### config.mk
export PLATFORM = sky130hd
export DESIGN_NAME = if_fetch
export DESIGN_NICKNAME = d
export VERILOG_FILES = /design/src/rtl/cpu_pkg.sv /design/src/rtl/if_fetch.sv
export SDC_FILE = /design/constraint.sdc
export NUM_CORES = 1
export LEC_CHECK = 0
export ABC_AREA = 1
export CORE_UTILIZATION = 47
export DETAILED_ROUTE_END_ITERATION = 8
export PLACE_DENSITY = 0.82
export SETUP_SLACK_MARGIN = 0.5
export SKIP_CTS_REPAIR_TIMING = 1
export SLEW_MARGIN = 20
export SYNTH_ARGS = -nofsm -noshare
export SYNTH_HDL_FRONTEND = slang
export SYNTH_SLANG_ARGS = --single-unit
### constraint.sdc
create_clock -name clk -period 1.7 [get_ports clk]
set_input_delay 0.34 -clock clk [delete_from_list [all_inputs] [get_ports clk]]
set_output_delay 0.34 -clock clk [all_outputs]
set_load 0.01 [all_outputs]
### src/rtl/cpu_pkg.sv
// Shared types and constants for the instruction-fetch front end.
package cpu_pkg;

   // Fetch sequencer states.
   typedef enum logic [1:0] {
      S_BOOT = 2'd0,
      S_REQ  = 2'd1,
      S_WAIT = 2'd2,
      S_HOLD = 2'd3
   } fetch_state_t;

   // PC is word-addressed, so sequential fetch advances by one.
   localparam int unsigned PC_STEP = 1;

   // Default boot address.
   localparam logic [31:0] RESET_PC_DEFAULT = 32'h0000_0000;

endpackage

### src/rtl/if_fetch.sv
// Instruction-fetch stage: owns the PC, issues one outstanding imem request
// at a time, buffers a response while ID stalls, and applies redirects with
// squash of the output slot, the hold buffer and any in-flight response.
module if_fetch
   import cpu_pkg::*;
#(
   parameter int              PC_W     = 32,
   parameter logic [PC_W-1:0] RESET_PC = PC_W'(RESET_PC_DEFAULT)
) (
   input  logic            clk,
   input  logic            rst_n,
   input  logic            pc_bj,
   input  logic [PC_W-1:0] target,
   output logic            imem_req,
   output logic [PC_W-1:0] imem_addr,
   input  logic            imem_gnt,
   input  logic            imem_rvalid,
   input  logic [31:0]     imem_rdata,
   output logic            if_valid,
   output logic [PC_W-1:0] if_pc,
   output logic [31:0]     if_instr,
   input  logic            id_ready
);

   fetch_state_t    state;
   fetch_state_t    state_next;
   logic [PC_W-1:0] pc;
   logic [PC_W-1:0] pc_inc;
   logic            drop;        // in-flight response belongs to a squashed path
   logic [PC_W-1:0] hold_pc;
   logic [31:0]     hold_instr;
   logic            slot_free;

   // Wraps modulo 2^PC_W with no flag.
   assign pc_inc    = pc + PC_W'(PC_STEP);
   assign imem_addr = pc;
   assign slot_free = !if_valid || id_ready;

   // Next-state selection and request generation.
   always_comb begin
      state_next = state;
      imem_req   = 1'b0;
      case (state)
         S_BOOT: state_next = S_REQ;
         S_REQ: begin
            imem_req = 1'b1;
            // A redirect coincident with gnt still waits for the accepted response.
            if (imem_gnt) state_next = S_WAIT;
         end
         S_WAIT: begin
            if (imem_rvalid) begin
               if (drop || pc_bj || slot_free) state_next = S_REQ;
               else                            state_next = S_HOLD;
            end
         end
         S_HOLD: begin
            if (pc_bj || id_ready) state_next = S_REQ;
         end
         default: state_next = S_BOOT;
      endcase
   end

   // State, PC, squash flag, output slot and hold buffer.
   always_ff @(posedge clk or negedge rst_n) begin
      if (!rst_n) begin
         state      <= S_BOOT;
         pc         <= RESET_PC;
         drop       <= 1'b0;
         if_valid   <= 1'b0;
         if_pc      <= '0;
         if_instr   <= '0;
         hold_pc    <= '0;
         hold_instr <= '0;
      end else begin
         state <= state_next;
         if (pc_bj) begin
            // Redirect wins over everything; the slot is squashed even if ID stalls.
            pc       <= target;
            if_valid <= 1'b0;
            if (state == S_REQ && imem_gnt) drop <= 1'b1;
            else if (state == S_WAIT)       drop <= !imem_rvalid;
         end else begin
            if (if_valid && id_ready) if_valid <= 1'b0;
            case (state)
               S_WAIT: begin
                  if (imem_rvalid) begin
                     if (drop) begin
                        drop <= 1'b0;
                     end else if (slot_free) begin
                        if_valid <= 1'b1;
                        if_pc    <= pc;
                        if_instr <= imem_rdata;
                        pc       <= pc_inc;
                     end else begin
                        hold_pc    <= pc;
                        hold_instr <= imem_rdata;
                        pc         <= pc_inc;
                     end
                  end
               end
               S_HOLD: begin
                  if (id_ready) begin
                     if_valid <= 1'b1;
                     if_pc    <= hold_pc;
                     if_instr <= hold_instr;
                  end
               end
               default: ;
            endcase
         end
      end
   end

endmodule

# Yosys cells after proc, flatten, opt, wreduce, memory -nomap -nowiden
# Cells that the tools add are included.
# totals
reg_bits,164
input_bits,70
output_inout_bits,98
word_cells,72
# classes
addsub,1
n_eq_ne,10
mux,32
bitwise_logic,3
n_reduce_logical,18
# op_table
op,count
$mux W32,12
$pmux W32 S2,2
$add A32 B1 Y32 const B,1
$ne A2 B2 Y1 const B,7
$mux W1,12
$reduce_and A3 Y1,3
$mux W2,4
$pmux W2 S4,1
$reduce_bool A2 Y1,4
$reduce_and A6 Y1,1
$reduce_and A5 Y1,1
$eq A2 B2 Y1 const B,2
$logic_or A1 B1 Y1,4
$not A1 Y1,3
$eq A2 B1 Y1 const B,1
$logic_and A1 B1 Y1,2
$logic_not A1 Y1,2
$logic_not A2 Y1,1
$pmux W1 S2,1

# Longest topological paths before layout
# logic_depth
word_depth,7
ltp_mapped,10

# Least setup slack after synthesis
# No wires, ideal clock.
# synth_timing
kind,reg-to-reg
startpoint,register state[0]
endpoint,register if_pc[0]
setup_ns,0.123
t_arrival_ns,1.460
setup_slack_ns,0.117
path_stages_with_launch,9
synth_period_minus_slack_ns,1.583
path_cell_list,dfrtp_1 ha_1 buf_2 nand2_1 nand2_1 nor3_2 buf_2 buf_4 a21oi_2
# synth_via
elab_chain_len,3
word_cells_on_any_way,9
classes_between,6 x eq/ne; 1 x mux; 2 x reduce/logical
# synth_lines
item,line_no,source
from (decl),if_fetch.sv:25,fetch_state_t state;
from (signal assigned),if_fetch.sv:75,state <= state_next;
$eq A2 B2 Y1,if_fetch.sv:84,case (state)
$ne A2 B2 Y1 (no line) or $reduce_bool A2 Y1 (tied branches),n/a,
$reduce_and A6 Y1 (no line),n/a,
to (signal assigned),if_fetch.sv:91,if_pc <= pc;
to (signal assigned),if_fetch.sv:104,if_pc <= hold_pc;
to (decl),if_fetch.sv:20,"output logic [PC_W-1:0] if_pc,"
# Several ways; a longest one is shown, not always the timed one.
# A chain may end at the register's enable or synchronous reset.

# Final worst setup path
# layout_timing
startpoint,register state[0]
endpoint,register if_pc[12]
# The elaborated chain is that of the path after synthesis.

==> flow_summary.toml <==
[layout]
utilization_pct = 73.18
drive_above_1_share_pct = 37.03
fillers = 1220
ff_latch_area_sq_um = 4129
stdcell_count = 1543
n_antenna_cell = 0
areaGrowthSynthToFinish_pct = 52.86
multi_input_area_sq_um = 4048
fin_area_sq_um = 12610
nNetsFinal = 1379

[global_route]
grt.total_usage_pct = 24.66
first_global_vias = 7011
grt_antenna_before_repair = 0
grt_max_degree = 129
grt_overflow_total = 0
grt_pass1_wl_microns = 34930

[yosys]
synth_edf_count = 0
yosysMostFrequentCell = "nand2_1"
synthFlopType = "dfrtp_1"
syn_area_sq_um = 8252
syn-num-nets = 1086
synth_common_cells = "278 x nand2_1, 164 x dfrtp_1, 110 x nor2_1, 90 x inv_1, 64 x o21a_1"
yosys_warnings = 0
ys_seq_area_share_pct = 49.73
synthTopCellsByArea = "dfrtp_1 50%, nand2_1 13%, a21oi_2 5.9%"
ys_ff_latch = 164
synth_top_area_share_pct = 49.73
netlist_instances = 1012
synth_top_area_cell = "dfrtp_1"
synth.distinct_cells = 29
synthArstFlopShare_pct = 100.0
synth.avg_cell_area_sq_um = 8.154

[setup_path]
crit_fanout = 5
end_kind = "flop"
crit_path_max_incr_delay_ns = 0.41
reg2reg_from = "state[0]"
worst_ep_arrival_time_ns = 2.16
path_buf_inv = 5
critPathTopFamily = "buffers and inverters"
crit_chain = "buf_6 > ha_4 > nand2_4 > nand2_4 > nor3_4 > buf_6 > buf_6 > clkbuf_16 > buf_8 > nor2_2 > a21oi_2"
slowest_stage = "dfrtp_1"
crit_top_cell = "buf_6"
timing.critical_path.from = "state[0]"
cp-start-kind = "flop"
cp.required_ns = 2.04
critPathKind = "reg2reg"

[clock_network]
worstSkewPairLatency_ns = 0.42
clkSinkCount = 164
cts_buffer_depth = 2
cts_buffers = 17
path_clk_slew_ns = 0.07
h-tree-depth = 4
cts-root-buf = "clkbuf_16"
cts_tree = "built"

[detailed_routing]
highest_layer = "met4"
drt_wl_total_microns = 26230
route.detailed.drc = 0
vias = 8186
routedWlPerCell_microns = 17.00
dr_wl_met2_microns = 12850
wl_met3_microns = 1680
via_per_inst = 5.305
drt_first_iter_violations = 611
dr.pass1.iters = 7
ant_nets = 0
m1WireLength_microns = 10990

[power]
pwr-share-seq_pct = 33.2
p_int_mw = 10.94
clock_power_share_pct = 21.7
switchingPower_mw = 6.068
pwr-share-comb_pct = 45.1
power_density_nw_per_um2 = 1348
worst_ir_drop_vdd_v = 0.0008089
switching_share_pct = 35.68
p_leak_nw = 5.712
fin_total_pwr_mw = 17.01

[floorplanning]
rows = 48
core_region_area_sq_um = 17240
die-width_microns = 134.5
start_util_pct = 47.87
io_pins = 168
die-area_sq_um = 18090
die_y_microns = 134.5

[sta]
slew_violations = 0
whs_ns = 0.4444
tightest_slew_ns = 0.5379
fin_ws_ns = -0.1181
fin_crit_sh_pct = 106.9
tns_ns = -3.132
clock.fmax_mhz = 550.0
rsz0062_at_grt = "true"
period_needed_ns = 1.818
fin_skew_ns = 0.008229
hold_viol_final = 0
finalSetupViolations = 74
max_slew_margin_pct = 64.14

[min_path]
hp-class = "in2async"

[job]
max-cap-violations = 0

[outcome]
outcome = "finished with violations"
violations = "negative setup slack"

[placement]
place_area_sq_um = 10720
dp_worst_setup_slack_ns = -0.2859
dp.cells = 1400
hpwl_microns = 15550
port_buffers = 167
gp_congestion = 0.9144
==> path summary, 6_finish.rpt <==
check	end	slack (ns)	depth (start not counted)
worst max-delay path	if_pc[12]	-0.12	11
worst max register to register	if_pc[12]	-0.12	11
min in group clk	imem_addr[25]	0.49	3
max in group asynchronous	imem_addr[14]	0.65	3
worst min-delay path	hold_instr[31]	0.44	2
worst min register to register	hold_instr[11]	0.49	2
==> placed cells by master (no fill, tap or decap), drive strengths merged, types with 4 or more instances in the layout <==
cell,Yosys,layout
ha,4,4
o21a,64,64
a21oi,81,81
o211ai,6,6
clkbuf,26,100
inv,92,92
clkdlybuf4s50,0,69
buf,29,175
dfrtp,164,164
clkinvlp,0,6
clkinv,0,6
nor2,123,123
xor2,5,5
o21ai,81,81
nand3,42,42
nand4,4,4
nand2,278,278
==> metal layers <==
layer	GRT usage [%]	up-vias
met4	8.677	0
met3	4.655	65
met5	0	-
li1	-	3854
met2	39.26	341
met1	33.76	3926
==> power groups by stage <==
stage	clock, mW	sequential, mW	combinational (mW)
after CTS	3.73	5.65	6.13
after global placement	0	5.69	5.95
after detailed placement	0	5.70	6.10
final	3.69	5.64	7.68
after floorplan	0	5.96	3.02
after global routing	3.91	5.72	8.23
==> final cells by class <==
| cell class | instances | area share, % |
|---|---|---|
| Sequential cell | 164 | 32.73 |
| Multi-Input combinational cell | 701 | 32.09 |
| Timing Repair Buffer | 328 | 25.57 |
| Clock buffer | 20 | 3.621 |
| Inverter | 92 | 2.847 |
| Tap cell | 225 | 2.232 |
| Clock inverter | 12 | 0.8432 |
| Timing Repair inverter | 1 | 0.05952 |
==> flip-flops by register name, summed over array words and instances, names as in the netlist <==
name and flops:
drop 1, hold_instr 32, hold_pc 32, if_instr 32, if_pc 32, if_valid 1
imem_addr 32, state 2
==> cell families (layout without fill, tap and decap cells) <==
kind of cell	Yosys count	after routing	synth area share (%)
xor+xnor	5	5	0.5307
flops	164	164	49.73
compound gates	242	242	19.59
buf+inv	147	453	7.718
simple gates	450	450	21.82
fa+ha+maj	4	4	0.6065
(Power assumes the default switching activity.)
